`src/rtl/fifo_read_sequencer.sv`:
```
// fifo_read_sequencer
//   Read-side controller for the shared capture FIFO (cwusb_clk domain).
//   Turns an N-word burst request into paced FIFO read enables, absorbs the
//   FIFO's one-cycle read latency with a 2-entry in-order buffer, pads the
//   burst with PAD_WORD when capture data stops arriving, and runs FIFO
//   flushes only between bursts.
//
// Ports
//   cwusb_clk, reset_i          clock, async active-high reset
//   I_burst_start, I_burst_len  burst request (sampled in IDLE only)
//   I_abort                     kill current burst / flush
//   I_flush_req                 flush request pulse (deferred while busy)
//   I_fifo_empty, I_fifo_data   FIFO status / read data (1-cycle latency)
//   O_fifo_rd_en, O_fifo_flush  FIFO controls
//   O_data, O_data_valid,
//   I_data_ready                output valid/ready handshake
//   O_busy, O_words_left,
//   O_burst_done, O_underrun    status
module fifo_read_sequencer #(
    parameter int          LEN_W    = 16,
    parameter int          TIMEOUT  = 255,
    parameter logic [17:0] PAD_WORD = 18'h3FFFF
) (
    input  logic             cwusb_clk,
    input  logic             reset_i,
    input  logic             I_burst_start,
    input  logic [LEN_W-1:0] I_burst_len,
    input  logic             I_abort,
    input  logic             I_flush_req,
    input  logic             I_fifo_empty,
    input  logic [17:0]      I_fifo_data,
    output logic             O_fifo_rd_en,
    output logic             O_fifo_flush,
    output logic [17:0]      O_data,
    output logic             O_data_valid,
    input  logic             I_data_ready,
    output logic             O_busy,
    output logic [LEN_W-1:0] O_words_left,
    output logic             O_burst_done,
    output logic             O_underrun
);

    localparam int            TW      = $clog2(TIMEOUT + 1);
    localparam logic [TW-1:0] TO_LAST = TW'(TIMEOUT - 1);

    typedef enum logic [1:0] {IDLE, READ, PAD, FLUSH} state_t;

    state_t           state, state_n;
    logic [LEN_W-1:0] words_left, words_n;
    logic [LEN_W-1:0] issued, issued_n;
    logic [17:0]      mem0, mem1, mem0_n, mem1_n;
    logic [1:0]       occ, occ_n;
    logic             infl, infl_n;
    logic [TW-1:0]    tcnt, tcnt_n;
    logic             flush_pend, pend_n;
    logic             seen_empty, seen_n;
    logic             done_r, done_n;
    logic             under_r, under_n;

    logic             head_vld, pop, rd_en, pad_push, in_vld, go_flush;
    logic [2:0]       fill;
    logic [17:0]      in_word;

    always_comb begin
        // The word landing on I_fifo_data this cycle counts as a buffer entry
        // so a read at t is presentable at t+1 (bypass when buffer is empty).
        head_vld = (occ != 2'd0) || infl;
        pop      = head_vld && I_data_ready;
        fill     = {1'b0, occ} + {2'b00, infl} - {2'b00, pop};
        rd_en    = (state == READ) && !I_abort && (issued != '0) &&
                   !I_fifo_empty && (fill < 3'd2);
        pad_push = (state == PAD) && !I_abort && (issued != '0) && (fill < 3'd2);
        in_vld   = infl || pad_push;
        in_word  = infl ? I_fifo_data : PAD_WORD;
        go_flush = flush_pend || I_flush_req;

        state_n  = state;
        words_n  = words_left - {{(LEN_W-1){1'b0}}, pop};
        issued_n = issued - {{(LEN_W-1){1'b0}}, (rd_en || pad_push)};
        mem0_n   = mem0;
        mem1_n   = mem1;
        occ_n    = occ;
        infl_n   = rd_en;
        tcnt_n   = tcnt;
        pend_n   = flush_pend;
        seen_n   = seen_empty;
        done_n   = 1'b0;
        under_n  = under_r;

        // In-order buffer: pop shifts, the incoming word appends at the tail.
        // A pop with occ==0 consumes the landing word directly.
        if (pop && occ != 2'd0) begin
            mem0_n = mem1;
            if (in_vld) begin
                if (occ == 2'd1) mem0_n = in_word;
                else             mem1_n = in_word;
            end
            occ_n = occ - 2'd1 + {1'b0, in_vld};
        end else if (!pop && in_vld) begin
            if (occ == 2'd0) mem0_n = in_word;
            else             mem1_n = in_word;
            occ_n = occ + 2'd1;
        end

        case (state)
            IDLE: begin
                tcnt_n = '0;
                seen_n = 1'b0;
                if (go_flush) begin
                    state_n = FLUSH;
                    pend_n  = 1'b0;
                end else if (I_burst_start) begin
                    under_n = 1'b0;
                    if (I_burst_len == '0) begin
                        done_n = 1'b1;
                    end else begin
                        state_n  = READ;
                        words_n  = I_burst_len;
                        issued_n = I_burst_len;
                    end
                end
            end
            READ, PAD: begin
                if (I_flush_req) pend_n = 1'b1;
                if (state == READ) begin
                    if (rd_en) begin
                        tcnt_n = '0;
                    end else if (issued != '0 && I_fifo_empty && !infl) begin
                        tcnt_n = tcnt + TW'(1);
                        if (tcnt == TO_LAST) begin
                            state_n = PAD;
                            under_n = 1'b1;
                            tcnt_n  = '0;
                        end
                    end
                end
                if (pop && words_left == {{(LEN_W-1){1'b0}}, 1'b1}) begin
                    done_n  = 1'b1;
                    state_n = go_flush ? FLUSH : IDLE;
                    pend_n  = 1'b0;
                    tcnt_n  = '0;
                end
            end
            FLUSH: begin
                // Two consecutive empty samples cover the empty-flag latency.
                seen_n = I_fifo_empty;
                if (I_fifo_empty && seen_empty) state_n = IDLE;
            end
            default: state_n = IDLE;
        endcase

        if (I_abort && state != IDLE) begin
            occ_n    = 2'd0;
            infl_n   = 1'b0;
            words_n  = '0;
            issued_n = '0;
            tcnt_n   = '0;
            seen_n   = 1'b0;
            done_n   = 1'b0;
            state_n  = (state != FLUSH && go_flush) ? FLUSH : IDLE;
            pend_n   = 1'b0;
        end
    end

    always_ff @(posedge cwusb_clk or posedge reset_i) begin
        if (reset_i) begin
            state      <= IDLE;
            words_left <= '0;
            issued     <= '0;
            mem0       <= '0;
            mem1       <= '0;
            occ        <= 2'd0;
            infl       <= 1'b0;
            tcnt       <= '0;
            flush_pend <= 1'b0;
            seen_empty <= 1'b0;
            done_r     <= 1'b0;
            under_r    <= 1'b0;
        end else begin
            state      <= state_n;
            words_left <= words_n;
            issued     <= issued_n;
            mem0       <= mem0_n;
            mem1       <= mem1_n;
            occ        <= occ_n;
            infl       <= infl_n;
            tcnt       <= tcnt_n;
            flush_pend <= pend_n;
            seen_empty <= seen_n;
            done_r     <= done_n;
            under_r    <= under_n;
        end
    end

    assign O_fifo_rd_en = rd_en;
    assign O_fifo_flush = (state == FLUSH);
    assign O_data       = (occ == 2'd0 && infl) ? I_fifo_data : mem0;
    assign O_data_valid = head_vld;
    assign O_busy       = (state != IDLE);
    assign O_words_left = words_left;
    assign O_burst_done = done_r;
    assign O_underrun   = under_r;

endmodule

```
`config.mk`:
```
export PLATFORM = sky130hd
export DESIGN_NAME = fifo_read_sequencer
export DESIGN_NICKNAME = d
export VERILOG_FILES = /design/src/rtl/fifo_read_sequencer.sv
export SDC_FILE = /design/constraint.sdc
export NUM_CORES = 1
export LEC_CHECK = 0
export BUFFER_PORTS_ARGS = -buffer_cell sky130_fd_sc_hd__clkbuf_2
export CAP_MARGIN = 10
export CORE_ASPECT_RATIO = 0.7
export CORE_MARGIN = 2
export CORE_UTILIZATION = 30
export CTS_CLUSTER_DIAMETER = 60
export DETAILED_ROUTE_END_ITERATION = 8
export PLACE_DENSITY = 0.52
export SETUP_SLACK_MARGIN = 0.5
export SYNTH_ARGS = -nofsm -noshare
export SYNTH_HDL_FRONTEND = slang
export SYNTH_SLANG_ARGS = --single-unit
export TNS_END_PERCENT = 30
```
`constraint.sdc`:
```
create_clock -name cwusb_clk -period 4.01 [get_ports cwusb_clk]
set_input_delay 0.401 -clock cwusb_clk [delete_from_list [all_inputs] [get_ports cwusb_clk]]
set_output_delay 0.401 -clock cwusb_clk [all_outputs]
set_load 0.02 [all_outputs]
```
==> run_results.csv <==
group,metric,value,unit
sta,fin_crit_sh,86.3,%
floorplanning,die_extent_in_x,154,µm
global_route,grt-ovfl-total,0,
pwr,vdd.ir_drop.worst,0.298,mV
finish,final_layout_size_suffix_gt1_share,29.3,%
yosys,synth_fp_nets,540,
global_route,use_met2,23.6,%
yosys,yosys_most_used_dff,"dfrtp_1",
cts,clock_sink_count,85,
drt,drt_wl_total,13800,µm
cts,clkSlewWorstSetupHoldPaths,0.06,ns
finish,insertedDiodeCount,0,
place,dp_slack,0.241,ns
sta,final.setup_skew,0.00552,ns
setup_path,reg2reg_capture_point,"issued[8]$_DFF_PP0_",
yosys,yosys_warnings,0,
finish,layout_commonest_cell,"dfrtp_1",
floorplanning,initial_utilization,30.6,%
yosys,netlist.area_leader.share,44.8,%
yosys,yosysSeqAreaShare,44.8,%
sta,timing.setup.tns,0,ns
worst_hold_path,hold_path_class,"in2async",
finish,multi_input_comb_area,2580,µm²
setup_path,timing.critical_path.fanout_max,3,
global_route,largest_net_degree_at_the_start_of_global_routing,50,
setup_path,r2r_slack,0.61,ns
global_route,first_global_vias,4105,
sta,max_slew_headroom,39.3,%
setup_path,startpoint_type,"flop",
place,hpwl,9860,µm
finish,layout.nets,624,
setup_path,cp_data_arrival_time,3.06,ns
drt,antenna_violating_nets_post_route,0,
cts,cts-root-buf,"clkbuf_16",
global_route,antenna_violations_before_repair,0,
yosys,synthDistinctLibCells,51,
sta,report.final.hold_viol_count,0,
cts,longest_clk_path_bufs,2,
yosys,share_of_flip_flops_with_an_asynchronous_set_or_reset_after_synthesis,100,%
finish,mostFrequentLayoutCells,"dfrtp_1 (83), clkbuf_2 (79), a21oi_1 (31), a211oi_1 (26), a31oi_1 (25)",
cts,cts_tree,"yes",
place,place.port_buffers,80,
yosys,synth-edff-count,0,
cts,htree_depth,3,
global_route,grtUsageMet1,25.2,%
yosys,yosysTopAreaCell,"dfrtp_1",
floorplanning,fp.dieArea,16900,µm²
drt,average_via_count_per_standard_cell,5.52,
global_route,grt_first_pass_wirelength,22000,µm
setup_path,worst-endpoint-required,3.61,ns
finish,layout.filler_cells,1556,
drt,detail_route.drc_violations,0,
cts,hold_buffers,0,
pwr,p_leak,0.00249,µW
global_route,grt.busiest_layer,"met1",
sta,timing.final.ws_setup,0.549,ns
sta,fin_crit,3.46,ns
floorplanning,standard_cell_row_count,38,
status,status,"completed",
drt,drc_violation_total_after_the_first_tritonroute_iteration,444,
sta,slew_violations,0,
yosys,combined_area_of_all_synthesized_cells,4740,µm²
sta,setup-violations-final,0,
finish,areaGrowthSynthToFinish,25.8,%
setup_path,r2r_start,"occ[0]$_DFFE_PP0P_",
drt,drt_pass1_iterations,5,
finish,ff_latch_area,2130,µm²
yosys,synth.ff_latch_count,85,
drt,via_count,4266,
floorplanning,boundaryPins,81,
global_route,grt_usage,16.6,%
sta,tightest_slew,0.909,ns
yosys,synth_instances,484,
yosys,top_cells_by_area_synth,"dfrtp_1 (45%), mux2_2 (4.5%), a211oi_1 (4.3%)",
flow_run,maxCapViolations,0,
yosys,syn_area_per_cell,9.80,µm²
cts,insertion_delay,0.34,ns
setup_path,worst_setup_ep_type,"output pin",
sta,fmax,0.289,GHz
sta,unrepaired_setup_endpoints_after_global_routing,"true",
drt,drt-wirelength-per-cell,17.9,µm
setup_path,reg2regPathDepth,18,
place,globalplace.congestion,0.821,
global_route,gr-usage-met3,3.30,%
sta,hold_slack,0.0323,ns
floorplanning,core,15500,µm²
pwr,power-per-cell-area,773,nW/µm²
floorplanning,die_y,109,µm
cts,cts-buffers-inserted,9,
setup_path,crit_type,"reg2out",
-- cell families after synthesis --
group | after synthesis | synth area share (%)
compound gates | 159 | 22.6
xor+xnor | 28 | 5.17
fa+ha+maj | 15 | 4.11
buf+inv | 56 | 4.46
flops | 85 | 44.8
mux | 22 | 5.25
simple gates | 119 | 13.6
-- stage by stage --
| stage | cell area (µm²) | total power, µW | util, % | std cells |
|---|---|---|---|---|
| floorplan | 4850 | 2940 | - | 484 |
| global placement | 5490 | 3510 | 35.4 | 747 |
| detailed placement | 5490 | 3550 | 35.4 | 747 |
| CTS | 5860 | 4550 | 37.8 | 767 |
| global route | 5970 | 4910 | 38.5 | 773 |
| finish | 5970 | 4610 | 38.5 | 773 |
-- where the power goes --
group          switching, µW  leakage [µW]  internal (µW)
Combinational           1350       0.00131            925
Sequential               241       0.00102           1150
Clock                    361      0.000161            585
Total                   1950       0.00249           2660
-- worst max path at each step --
| stage | slack, ns | startpoint | to | cells past startpoint |
|---|---|---|---|---|
| 5_1_grt | 0.44 | occ[0]$_DFFE_PP0P_ | O_fifo_rd_en | 15 |
| 3_5_place_dp | 0.24 | occ[0]$_DFFE_PP0P_ | issued[13]$_DFF_PP0_ | 18 |
| 3_3_place_gp | 0.35 | occ[1]$_DFFE_PP0P_ | issued[12]$_DFF_PP0_ | 18 |
| 6_report | 0.55 | occ[0]$_DFFE_PP0P_ | O_fifo_rd_en | 15 |
| 2_1_floorplan | 0.47 | occ[1]$_DFFE_PP0P_ | issued[12]$_DFF_PP0_ | 18 |
| 4_1_cts | 0.50 | occ[0]$_DFFE_PP0P_ | issued[12]$_DFF_PP0_ | 18 |
-- state kept, by name, indices dropped and copies added, names as in the netlist --
name and cells:
O_burst_done 1, flush_pend 1, state 2, occ 2, mem0 18, tcnt 8
issued 16, O_words_left 16, O_underrun 1, mem1 18, infl 1, seen_empty 1
-- worst max-delay path, stage by stage (launching register included) --
cell and delay, ns:
dfrtp_2 0.42, inv_2 0.08, ha_4 0.15, nand2b_4 0.06, nand2_4 0.08, inv_2 0.06
ha_4 0.20, nand2b_4 0.14, fa_2 0.38, xor2_4 0.18, nor4b_4 0.28, nand2_1 0.12
buf_4 0.19, buf_4 0.14, inv_1 0.09, buf_4 0.15
-- per-layer routing --
metal / vias to the layer above / routed length, µm
li1: 2002 / -
met5: - / 0
met3: 14 / 760
met1: 2131 / 7140
met4: 0 / 145
met2: 119 / 5790
-- area by class of cell --
class / count / share of cell area, %
inverter: 26 / 1.70
sequential: 85 / 35.7
tap: 200 / 4.19
multi-input combinational: 343 / 43.2
clock buffer: 12 / 4.30
clock inverter: 4 / 1.32
timing repair buffer: 103 / 9.64
-- cell usage after synthesis, types with 3 or more instances --
master    count
dfrtp_1      85
a21oi_1      31
a211oi_1     27
clkbuf_1     26
inv_1        26
a31oi_1      25
nand2_1      23
nor2_1       23
o22ai_1      22
mux2_2       19
o22a_1       19
xnor2_1      19
o21ai_0      15
ha_1         14
nor4_1       13
nand4_1       9
xor2_1        9
and3_1        8
nor2b_1       8
nor3_1        8
nand3_1       7
a41oi_1       5
nand2b_1      5
or3_1         4
buf_1         3
-- timing repair --
action                     CTS  global route
pin swaps                    2            13
setup buffers                4             6
gates resized for setup      2            13
setup endpoints to repair   10             8
Note: power is estimated with default switching activity, not from simulation.
